===== config.mk =====
export PLATFORM = sky130hd
export DESIGN_NAME = clk_enable_scheduler
export DESIGN_NICKNAME = d
export VERILOG_FILES = /design/src/rtl/clk_enable_scheduler.sv
export SDC_FILE = /design/constraint.sdc
export NUM_CORES = 1
export LEC_CHECK = 0
export CAP_MARGIN = 20
export CORE_ASPECT_RATIO = 1.4
export CORE_MARGIN = 8
export CORE_UTILIZATION = 40
export DETAILED_ROUTE_END_ITERATION = 8
export GPL_TIMING_DRIVEN = 0
export PLACE_DENSITY_LB_ADDON = 0.08
export SKIP_LAST_GASP = 1
export SYNTH_ARGS = -nofsm -noshare
export SYNTH_HDL_FRONTEND = slang
export SYNTH_SLANG_ARGS = --single-unit

===== constraint.sdc =====
create_clock -name clk_in -period 4.5 [get_ports clk_in]
set_input_delay 0.675 -clock clk_in [delete_from_list [all_inputs] [get_ports clk_in]]
set_output_delay 0.675 -clock clk_in [all_outputs]
set_load 0.05 [all_outputs]

===== src/rtl/clk_enable_scheduler.sv =====
// Per-channel clock-enable/phase generator with runtime divide ratios; outputs decode registered state only.
// Config on a running channel is held pending until its period boundary (cfg_ready low meanwhile); sync_req re-phases all channels.
module clk_enable_scheduler #(
  parameter int NUM_CH    = 4,
  parameter int DIV_W     = 16,
  parameter int RESET_DIV = 2,
  localparam int CH_W     = (NUM_CH > 1) ? $clog2(NUM_CH) : 1
) (
  input  logic              clk_in,
  input  logic              rst_n,
  input  logic              cfg_valid,
  output logic              cfg_ready,
  input  logic [CH_W-1:0]   cfg_ch,
  input  logic [DIV_W-1:0]  cfg_div,
  input  logic              cfg_en,
  output logic              cfg_err,
  input  logic              sync_req,
  output logic [NUM_CH-1:0] tick_out,
  output logic [NUM_CH-1:0] phase_out,
  output logic [NUM_CH-1:0] en_out
);

  logic [DIV_W-1:0]  r_cnt  [NUM_CH];
  logic [DIV_W-1:0]  r_div  [NUM_CH];
  logic [DIV_W-1:0]  r_pdiv [NUM_CH];
  logic [NUM_CH-1:0] r_en;
  logic [NUM_CH-1:0] r_pen;
  logic [NUM_CH-1:0] r_pend;
  logic              r_err;

  logic [NUM_CH-1:0] w_sel;
  logic [NUM_CH-1:0] w_wrap;
  logic [NUM_CH-1:0] w_phase;
  logic [NUM_CH-1:0] w_hit;
  logic [NUM_CH-1:0] w_apply_new;
  logic [NUM_CH-1:0] w_apply_pend;
  logic              w_xfer;
  logic              w_bad;

  // Out-of-range channel numbers select nothing, so they see ready=1 and are dropped.
  always_comb begin
    w_sel        = '0;
    w_wrap       = '0;
    w_phase      = '0;
    w_apply_new  = '0;
    w_apply_pend = '0;
    for (int i = 0; i < NUM_CH; i++) begin
      w_sel[i]   = (cfg_ch == CH_W'(i));
      w_wrap[i]  = r_en[i] && (r_cnt[i] == r_div[i] - DIV_W'(1));
      w_phase[i] = r_en[i] && (r_cnt[i] >= (r_div[i] >> 1));
    end
    w_hit = '0;
    for (int i = 0; i < NUM_CH; i++) begin
      w_hit[i]        = w_sel[i] && w_xfer && !w_bad;
      w_apply_new[i]  = w_hit[i] && (sync_req || !r_en[i] || w_wrap[i]);
      w_apply_pend[i] = r_pend[i] && (sync_req || w_wrap[i]);
    end
  end

  assign cfg_ready = ~|(w_sel & r_pend);
  assign w_xfer    = cfg_valid && cfg_ready;
  assign w_bad     = cfg_en && (cfg_div < DIV_W'(2));

  always_ff @(posedge clk_in or negedge rst_n) begin
    if (!rst_n) begin
      r_err  <= 1'b0;
      r_en   <= '0;
      r_pen  <= '0;
      r_pend <= '0;
      for (int i = 0; i < NUM_CH; i++) begin
        r_cnt[i]  <= '0;
        r_div[i]  <= DIV_W'(RESET_DIV);
        r_pdiv[i] <= DIV_W'(RESET_DIV);
      end
    end else begin
      r_err <= w_xfer && w_bad;
      for (int i = 0; i < NUM_CH; i++) begin
        if (sync_req || w_wrap[i] || !r_en[i])
          r_cnt[i] <= '0;
        else
          r_cnt[i] <= r_cnt[i] + DIV_W'(1);

        // A disable keeps the old ratio; cfg_div is meaningless when cfg_en is low.
        if (w_apply_new[i]) begin
          r_en[i] <= cfg_en;
          if (cfg_en)
            r_div[i] <= cfg_div;
        end else if (w_apply_pend[i]) begin
          r_en[i] <= r_pen[i];
          if (r_pen[i])
            r_div[i] <= r_pdiv[i];
        end

        if (w_apply_pend[i]) begin
          r_pend[i] <= 1'b0;
        end else if (w_hit[i] && !w_apply_new[i]) begin
          r_pend[i] <= 1'b1;
          r_pen[i]  <= cfg_en;
          r_pdiv[i] <= cfg_div;
        end
      end
    end
  end

  assign tick_out  = w_wrap;
  assign phase_out = w_phase;
  assign en_out    = r_en;
  assign cfg_err   = r_err;

endmodule


==> results of run 1 <==
worst max-delay path, stage by stage (launching register included):
cell	delay, ns
dfrtp_1	0.36
clkbuf_1	0.19
nor4_1	0.74
o2111ai_1	0.20
a221oi_2	0.31
o2111ai_1	0.21
nor4_1	0.28
clkdlybuf4s50_1	0.87
per-stage QoR:
step / total power [mW] / worst slack, ns / instance area [um^2] / setup TNS, ns
4_1_cts: 8.22 / 0.0172 / 14500 / 0
3_3_place_gp: 6.00 / -6.55 / 13600 / -1311.81
5_1_grt: 8.76 / -0.0639 / 14500 / -0.0639
3_5_place_dp: 6.07 / 0.321 / 13600 / 0
2_1_floorplan: 5.21 / 0.635 / 12900 / 0
6_report: 8.13 / 0.132 / 14500 / 0
final cells by class:
| class | count | area share |
|---|---|---|
| Sequential cell | 205 | 0.354 |
| Buffer | 65 | 0.0275 |
| Inverter | 77 | 0.0199 |
| Tap cell | 400 | 0.0345 |
| Clock inverter | 12 | 0.0118 |
| Multi-Input combinational cell | 922 | 0.488 |
| Clock buffer | 31 | 0.0461 |
| Timing Repair Buffer | 24 | 0.0172 |
power by group through the flow:
stage,logic [mW],clock network (mW),registers [mW]
final,3.11,2.08,2.94
after global placement,3.05,0,2.96
after floorplan,2.36,0,2.85
after CTS,3.13,2.16,2.94
after detailed placement,3.12,0,2.96
after global routing,3.51,2.22,3.03
state kept, by name (all words and copies together), names as in the netlist:
signal,count
cfg_err,1
en_out,4
r_cnt,64
r_div,64
r_pdiv,64
r_pen,4
r_pend,4
layout by cell type (no fill, tap or decap), types with 16 or more instances in the layout:
cell type / n
dfrtp_1: 197
mux2i_1: 118
nor2_1: 101
inv_1: 77
xor2_1: 77
ha_1: 68
mux2_2: 61
nand2_1: 57
xnor2_1: 53
nand3_1: 53
clkbuf_1: 26
o21ai_0: 26
clkbuf_16: 25
and3_1: 24
a21oi_1: 24
nor3_1: 21
nand4_1: 21
buf_2: 20
o21ai_1: 19
clkdlybuf4s50_1: 16
path summary, 6_finish.rpt:
kind	endpoint	slack, ns	depth (start not counted)
worst min register to register	r_pdiv[21]	0.49	1
min in group clk_in	r_pdiv[21]	0.49	1
worst min-delay path	r_cnt[2]	0.21	1
worst max-delay path	tick_out[2]	0.13	7
max in group asynchronous	r_pdiv[30]	3.27	2
worst max register to register	r_pdiv[13]	0.56	11
Yosys cell counts, types with 14 or more instances:
library cell	instances	area [um^2]
dfrtp_1	197	4930
mux2i_1	118	1180
nor2_1	101	379
inv_1	77	289
xor2_1	77	674
ha_1	68	851
mux2_2	61	687
nand2_1	57	214
nand3_1	53	265
xnor2_1	53	464
o21ai_0	26	130
a21oi_1	24	120
and3_1	24	150
clkbuf_1	22	82.6
nand4_1	21	131
nor3_1	21	105
buf_2	20	100
o21ai_1	19	95.1
nor4_1	16	100
nand2b_1	14	87.6
routing by layer:
layer | part of all wire | track usage | wire length (um)
met5 | 0 | 0 | 0
met3 | 0.027 | 0.0225 | 845
met4 | 0.031 | 0.0618 | 984
met2 | 0.51 | 0.299 | 16200
met1 | 0.43 | 0.202 | 13700
logic make-up (layout without fill, tap and decap cells):
kind of cell | after synthesis | in the layout | synth area share
adder cells (fa/ha/maj) | 68 | 68 | 0.0659
multiplexers | 190 | 190 | 0.155
XOR/XNOR | 130 | 130 | 0.0882
AO/OA/AOI/OAI | 157 | 157 | 0.0838
buffers and inverters | 142 | 209 | 0.0533
AND/OR/NAND/NOR | 377 | 377 | 0.155
flip-flops | 205 | 205 | 0.398
repair_timing:
item,in CTS,in global routing
resized for setup,4,6
buffers inserted,0,2
setup endpoints to repair,3,4
hold buffers,0,0
endpoints found under the hold margin,0,0
==> out/qor.csv, run 1 <==
stage,metric,value,unit
finish,multi-input combinational cell area,7080,um^2
finish,area delta synth->final,12.4,%
pwr,Sw Ratio,0.377,
worst_setup_path,Critical Path End Type,primary output,
clocking,cts bufs inserted,24,
finish,final core occ,0.452,
floorplan,Initial Utilization,0.402,
grt,gr usage total,0.168,
logic_synthesis,sequential area share after synthesis,0.398,
finish,FF/Latch Area,5140,um^2
clocking,Worst-Skew Late Latency,0.53,ns
floorplan,CORE AREA,32100,um^2
finish,Layout Cells excl Fill,1736,
clocking,CTS tree,done,
min_path,HP Class,in -> async,
pwr,Clk network pwr share,0.256,
floorplan,die height,229,um
sta,"Slew Viols, Final",0,
grt,vias in the first global route,9689,
grt,first-pass GRT wire length,52.5,mm
worst_setup_path,WP data arrival,3.69,ns
run,Max-cap violations,0,
clocking,H-tree levels,1,
logic_synthesis,Mapped Nets,1360,
detailed_routing,DR iter-0 viols,504,
sta,Slew HR,0.431,
clocking,"Reg clk slew, reported paths",0.06,ns
detailed_routing,WL/cell,18.3,um
worst_setup_path,r2r startpoint,r_div[0],
logic_synthesis,"EDFF count, synth",0,
finish,fill count,3077,
logic_synthesis,synthesized cell area,12900,um^2
clocking,clock sinks,205,
finish,layout cells sized above 1,0.132,
logic_synthesis,"Top FF cell, synth",dfrtp_1,
place,Final HPWL DP,23.5,mm
pwr,Lkg Pwr,6.45,nW
sta,worst slew pin tran,0.845,ns
place,cell total after placement,1691,
floorplan,num rows,78,
sta,Final Critical Period,4.37,ns
pwr,NetSw,3.06,mW
worst_setup_path,Required @ worst endpoint,3.83,ns
clocking,CTS root buf,clkbuf_16,
logic_synthesis,Ys Warns,0,
sta,count of final hold-check violations,0,
pwr,combinational fraction of design power,0.382,
worst_setup_path,critical path launch point type,flip-flop,
floorplan,die width,168,um
pwr,P_int,5.07,mW
sta,unrepaired setup endpoints after global routing,yes,
finish,Ant. Diodes,0,
sta,Final Cycle Share,0.971,
detailed_routing,Final ANT Viol Nets,0,
detailed_routing,1st-pass router iterations,4,
sta,final setup fails,0,
detailed_routing,# DRC,0,
pwr,Reg power frac,0.362,
grt,largest net degree at the start of global routing,105,
finish,nets,1410,
sta,Max Freq,0.229,GHz
floorplan,die area,38300,um^2
worst_setup_path,Critical Path Start,r_div[24],
logic_synthesis,"FF+latch count, synth",205,
logic_synthesis,synthesized area per cell,10.2,um^2
grt,initial antenna violation count,0,
grt,grt total ovfl,0,
outcome,status,"finished, final reports clean",
logic_synthesis,asr flop ratio synth,1.00,
logic_synthesis,synth unique cells,78,
pwr,pwr/cell area,561,nW/um^2
worst_setup_path,worst-path fanout max,9,
sta,Setup Skew,0.00659,ns
detailed_routing,vias per inst,5.32,
pwr,peak supply drop,324,uV
clocking,maximum root-to-sink buffer count,3,
sta,WHS,0.213,ns
floorplan,IO Count,37,
detailed_routing,Vias,9242,
detailed_routing,final WL,31.7,mm
worst_setup_path,CP Class,reg -> out,
place,Placer Congestion,0.800,
place,PortBufs,21,
logic_synthesis,Synth Instances,1269,
Note: power is estimated with default switching activity, not from simulation.
==> run 2, diff against run 1 <==
--- a/config.mk
+++ b/config.mk
@@ -7,8 +7,8 @@
 export LEC_CHECK = 0
 export CAP_MARGIN = 20
 export CORE_ASPECT_RATIO = 1.4
-export CORE_MARGIN = 8
-export CORE_UTILIZATION = 40
+export CORE_MARGIN = 2
+export CORE_UTILIZATION = 35
 export DETAILED_ROUTE_END_ITERATION = 8
 export GPL_TIMING_DRIVEN = 0
 export PLACE_DENSITY_LB_ADDON = 0.08
==> constraint.sdc (replaced) <==
create_clock -name clk_in -period 5 [get_ports clk_in]
set_input_delay 0.75 -clock clk_in [delete_from_list [all_inputs] [get_ports clk_in]]
set_output_delay 0.75 -clock clk_in [all_outputs]
set_load 0.05 [all_outputs]
==> run 2 against run 1 <==
Effect of this change:
- core utilization is 5.1 points lower
- global-route usage increased by 0.28 points
- routed wire length rose by 2.4%
- first-iteration DRC count is 7.1% lower
- critical path depth rose by 2
- largest cell class unchanged
==> out/qor.csv, run 2 (synthesis results as in run 1) <==
stage,metric,value,unit
outcome,status,"finished, final reports clean",
run,Max-cap violations,0,
sta,Slew HR,0.457,
clocking,hold_buf cts,0,
grt,largest net degree at the start of global routing,95,
sta,count of final hold-check violations,0,
clocking,H-tree levels,1,
finish,final core occ,0.400,
finish,area delta synth->final,13.4,%
finish,nets,1409,
min_path,HP Class,in -> async,
detailed_routing,vias per inst,5.11,
clocking,# Post-CTS Setup Buffers,0,
clocking,post-CTS sizing,0,
floorplan,IO Count,37,
worst_setup_path,worst-path fanout max,6,
clocking,CTS tree,done,
clocking,CTS root buf,clkbuf_16,
clocking,"Reg clk slew, reported paths",0.06,ns
floorplan,die area,38400,um^2
worst_setup_path,Worst Reg2Reg Path Length in Cells,11,
pwr,pwr/cell area,507,nW/um^2
finish,Ant. Diodes,0,
floorplan,die height,231,um
floorplan,die width,166,um
worst_setup_path,r2r startpoint,r_div[0],
pwr,Overall Power,7.42,mW
sta,"Slew Viols, Final",0,
grt,gr usage total,0.171,
finish,top flop regs,"r_cnt x64, r_div x64, r_pdiv x64",
clocking,clock sinks,205,
clocking,Worst-Skew Late Latency,0.54,ns
clocking,maximum root-to-sink buffer count,3,
sta,unrepaired setup endpoints after global routing,no,
place,Placer Congestion,0.857,
place,Final HPWL DP,24.4,mm
worst_setup_path,Worst R2R Setup Slack,1.13,ns
grt,initial antenna violation count,1,
detailed_routing,WL/cell,18.0,um
place,DP Worst Slack,0.646,ns
finish,most frequent cells in the layout,"dfrtp_1, mux2i_1, nor2_1",
floorplan,CORE AREA,36600,um^2
sta,worst slew pin tran,0.808,ns
floorplan,num rows,83,
grt,grt total ovfl,0,
worst_setup_path,worst reg2reg endpoint,r_pdiv[13],
pwr,peak supply drop,232,uV
sta,Final Cycle Share,0.950,
finish,layout cells sized above 1,0.129,
clocking,cts bufs inserted,24,
sta,Max Freq,0.211,GHz
detailed_routing,# DRC,0,
grt,first-pass GRT wire length,52.8,mm
sta,final setup fails,0,
worst_setup_path,Required @ worst endpoint,4.25,ns
detailed_routing,DR iter-0 viols,468,
sta,Final Critical Period,4.75,ns
worst_setup_path,WP data arrival,4.00,ns
detailed_routing,Final ANT Viol Nets,0,
worst_setup_path,Critical Path End Type,primary output,
grt,vias in the first global route,9488,
floorplan,Initial Utilization,0.353,
worst_setup_path,CP Class,reg -> out,
worst_setup_path,critical path launch point type,flip-flop,
sta,Setup Skew,0.0178,ns
pwr,Lkg Pwr,6.45,nW
finish,"commonest non-fill, non-tap cell in the layout",dfrtp_1,
detailed_routing,Vias,9218,
detailed_routing,final WL,32.5,mm
place,PortBufs,21,
detailed_routing,1st-pass router iterations,5,
sta,final setup margin,0.250,ns
==> run 2: cell types whose count changed in the layout (fill, tap and decap cells not counted), moves of 2 or more <==
cell | before | now
clkdlybuf4s50_1 | 16 | 20
clkinvlp_4 | 3 | 0
buf_4 | 8 | 6
clkbuf_2 | 2 | 0
clkbuf_8 | 2 | 4
==> run 2: layout make-up <==
type | instances | area, um^2
fill | 3679 | 21900
inverter | 77 | 289
buffer | 65 | 399
multi-input combinational | 922 | 7080
clock inverter | 10 | 175
tap | 467 | 584
clock buffer | 34 | 699
sequential | 205 | 5140
timing repair buffer | 23 | 270
==> run 2: worst max path at each step <==
stage | from | end | slack, ns | cells after the start
after global routing | r_div[0] | tick_out[3] | 0.007 | 9
after global placement | rst_n | r_div[30] | -6.25 | 1
after CTS | r_div[32] | tick_out[1] | 0.21 | 9
after floorplan | r_div[17] | tick_out[2] | 1.06 | 7
final | r_div[32] | tick_out[1] | 0.25 | 9
after detailed placement | cfg_ch[0] | r_pdiv[40] | 0.65 | 11
==> run 2: per-stage QoR <==
| stage | hold WS, ns | std cells | TNS [ns] | instance area [um^2] |
|---|---|---|---|---|
| after floorplan | 0.454 | 1269 | 0 | 12900 |
| after global placement | 0.473 | 1757 | -1251.44 | 13700 |
| after detailed placement | 0.480 | 1759 | 0 | 13800 |
| after CTS | 0.0617 | 1803 | 0 | 14600 |
| after global routing | 0.0711 | 1803 | 0 | 14600 |
| final | 0.0728 | 1803 | 0 | 14600 |
==> run 2: worst max-delay path: stages, from the launching register on <==
cell and delay [ns]:
dfrtp_1 0.43, inv_1 0.10, ha_1 0.25, or4b_1 0.53, nor4_2 0.37, mux2i_1 0.24
mux2i_1 0.09, o21ai_1 0.28, nor3b_1 0.31, clkdlybuf4s50_1 0.86
==> run 2: layer usage <==
metal | track usage | vias to the layer above | wire (um)
li1 | - | 4583 | -
met5 | 0 | - | 13
met2 | 0.312 | 102 | 16500
met1 | 0.203 | 4473 | 13900
met3 | 0.0219 | 58 | 885
met4 | 0.0665 | 2 | 1200
==> run 2: report_power, final <==
group | internal (mW) | leakage (nW) | switching (mW)
Sequential | 2.18 | 2.63 | 0.461
Clock | 1.23 | 0.433 | 0.741
Combinational | 1.22 | 3.39 | 1.59
==> run 3, diff against run 2 <==
--- a/config.mk
+++ b/config.mk
@@ -7,7 +7,7 @@
 export LEC_CHECK = 0
 export CAP_MARGIN = 20
 export CORE_ASPECT_RATIO = 1.4
-export CORE_MARGIN = 2
+export CORE_MARGIN = 1.5
 export CORE_UTILIZATION = 35
 export DETAILED_ROUTE_END_ITERATION = 8
 export GPL_TIMING_DRIVEN = 0
==> run 3 against run 2 <==
Effect of this change:
- clock skew down 0.0056 ns
- routed wire length shrank 0.17%
- first-iteration DRC count shrank 1.3%
- cell count barely moved
- critical path depth is the same
- worst setup slack better by 0.044 ns
- sequential power hardly changed
- via count hardly changed
- global-route usage rose by 0.75 points
- final area shrank 0.69%
- non-clock buffer count shrank 1
- die area down 1.0%
==> out/qor.csv, run 3 (synthesis results as in run 1) <==
stage,metric,value,unit
place,PortBufs,21,
clocking,"Reg clk slew, reported paths",0.06,ns
worst_setup_path,Critical Path End Type,primary output,
place,DP Worst Slack,0.638,ns
outcome,status,"finished, final reports clean",
detailed_routing,1st-pass router iterations,4,
detailed_routing,vias per inst,5.11,
finish,top flop regs,"r_cnt x64, r_div x64, r_pdiv x64",
grt,initial antenna violation count,1,
grt,vias in the first global route,9677,
clocking,hold_buf cts,0,
floorplan,die height,230,um
sta,worst slew pin tran,0.780,ns
grt,gr usage total,0.178,
finish,Ant. Diodes,0,
floorplan,num rows,83,
sta,final setup fails,0,
sta,Final Critical Period,4.71,ns
pwr,pwr/cell area,498,nW/um^2
finish,layout cells sized above 1,0.129,
place,Final HPWL DP,24.2,mm
floorplan,die area,38000,um^2
finish,fill count,3651,
finish,most frequent cells in the layout,"dfrtp_1, mux2i_1, nor2_1",
sta,Slew HR,0.475,
sta,unrepaired setup endpoints after global routing,no,
clocking,CTS root buf,clkbuf_16,
worst_setup_path,WP data arrival,3.96,ns
finish,FF/Latch Area,5140,um^2
floorplan,Initial Utilization,0.353,
detailed_routing,DR iter-0 viols,462,
floorplan,CORE AREA,36600,um^2
worst_setup_path,CP max-delay cell,clkdlybuf4s50_1,
sta,Final Cycle Share,0.941,
grt,first-pass GRT wire length,53.2,mm
run,Max-cap violations,0,
sta,"Slew Viols, Final",0,
grt,grt total ovfl,0,
worst_setup_path,cell mode on critical path,mux2i_1,
worst_setup_path,Critical Path Start,r_div[32],
worst_setup_path,Required @ worst endpoint,4.25,ns
clocking,clock sinks,205,
floorplan,IO Count,37,
worst_setup_path,critical path launch point type,flip-flop,
pwr,peak supply drop,223,uV
worst_setup_path,CP Class,reg -> out,
grt,largest net degree at the start of global routing,112,
detailed_routing,Final ANT Viol Nets,0,
finish,nets,1408,
sta,Setup Skew,0.0122,ns
pwr,Lkg Pwr,6.42,nW
detailed_routing,Vias,9211,
finish,"commonest non-fill, non-tap cell in the layout",dfrtp_1,
clocking,CTS tree,done,
worst_setup_path,r2r startpoint,r_div[0],
finish,multi-input combinational cell area,7080,um^2
place,Placer Congestion,0.873,
worst_setup_path,worst-path fanout max,6,
clocking,maximum root-to-sink buffer count,3,
sta,count of final hold-check violations,0,
min_path,HP Class,in -> async,
detailed_routing,# DRC,0,
sta,WHS,0.245,ns
clocking,H-tree levels,1,
clocking,Worst-Skew Late Latency,0.55,ns
floorplan,die width,165,um
sta,Max Freq,0.213,GHz
sta,final setup margin,0.294,ns
detailed_routing,final WL,32.5,mm
clocking,cts bufs inserted,24,
worst_setup_path,crit path cell chain,"inv_1, ha_1, or4b_1, nor4_2, mux2i_1, mux2i_1, o21ai_1, nor3b_1, clkdlybuf4s50_1",
detailed_routing,WL/cell,18.0,um
finish,area delta synth->final,12.6,%
worst_setup_path,CP max stage delay,0.86,ns
==> run 3: report_power, final <==
part	switching, mW	internal [mW]
combinational	1.58	1.21
sequential	0.463	2.18
clock	0.737	1.05
==> run 3: critical path: cells and delay by family (launching register included) <==
family | cells | cell delay (ns)
adders and majority gates | 1 | 0.26
AOI/OAI and AO/OA | 1 | 0.26
DFF | 1 | 0.42
and+or+nand+nor | 3 | 1.20
buffers and inverters | 2 | 0.95
muxes | 2 | 0.33
==> run 3: per-stage QoR <==
| stage | util | total power, mW | cells | TNS, ns | instance area (um^2) |
|---|---|---|---|---|---|
| finish | 0.398 | 7.23 | 1802 | 0 | 14500 |
| global route | 0.398 | 7.80 | 1802 | 0 | 14500 |
| CTS | 0.397 | 7.33 | 1802 | 0 | 14500 |
| detailed placement | 0.376 | 5.49 | 1758 | 0 | 13700 |
| global placement | 0.375 | 5.44 | 1757 | -1259.18 | 13700 |
| floorplan | - | 4.69 | 1269 | 0 | 12900 |
==> run 3: layer usage <==
layer  GRT usage  part of all wire  vias to the layer above
met5           0           0.00052                        -
met4      0.0572             0.027                        2
met3      0.0211             0.025                       49
met2       0.322              0.52                       94
met1       0.216              0.43                     4467
li1            -                 -                     4599
==> run 3: cell type report <==
type,count,area share
timing repair buffer,22,0.0169
inverter,77,0.0199
sequential,205,0.354
clock inverter,8,0.00491
multi-input combinational,922,0.487
tap,467,0.0402
buffer,65,0.0275
clock buffer,36,0.0500
==> run 3: what timing repair did <==
action                                  4_1_cts  5_1_grt
endpoints found under the setup margin        0        1
hold endpoints to repair                      0        0
gates resized for setup                       0        1
buffers inserted                              0        0
==> run 3: worst paths after layout <==
path	to	slack, ns	cells after the start
max	tick_out[1]	0.29	9
min	r_cnt[29]	0.24	1
max reg2reg	r_pdiv[14]	1.12	11
min reg2reg	r_pdiv[22]	0.49	1
max in group asynchronous	r_pdiv[3]	3.71	2
min in group clk_in	r_pdiv[22]	0.49	1
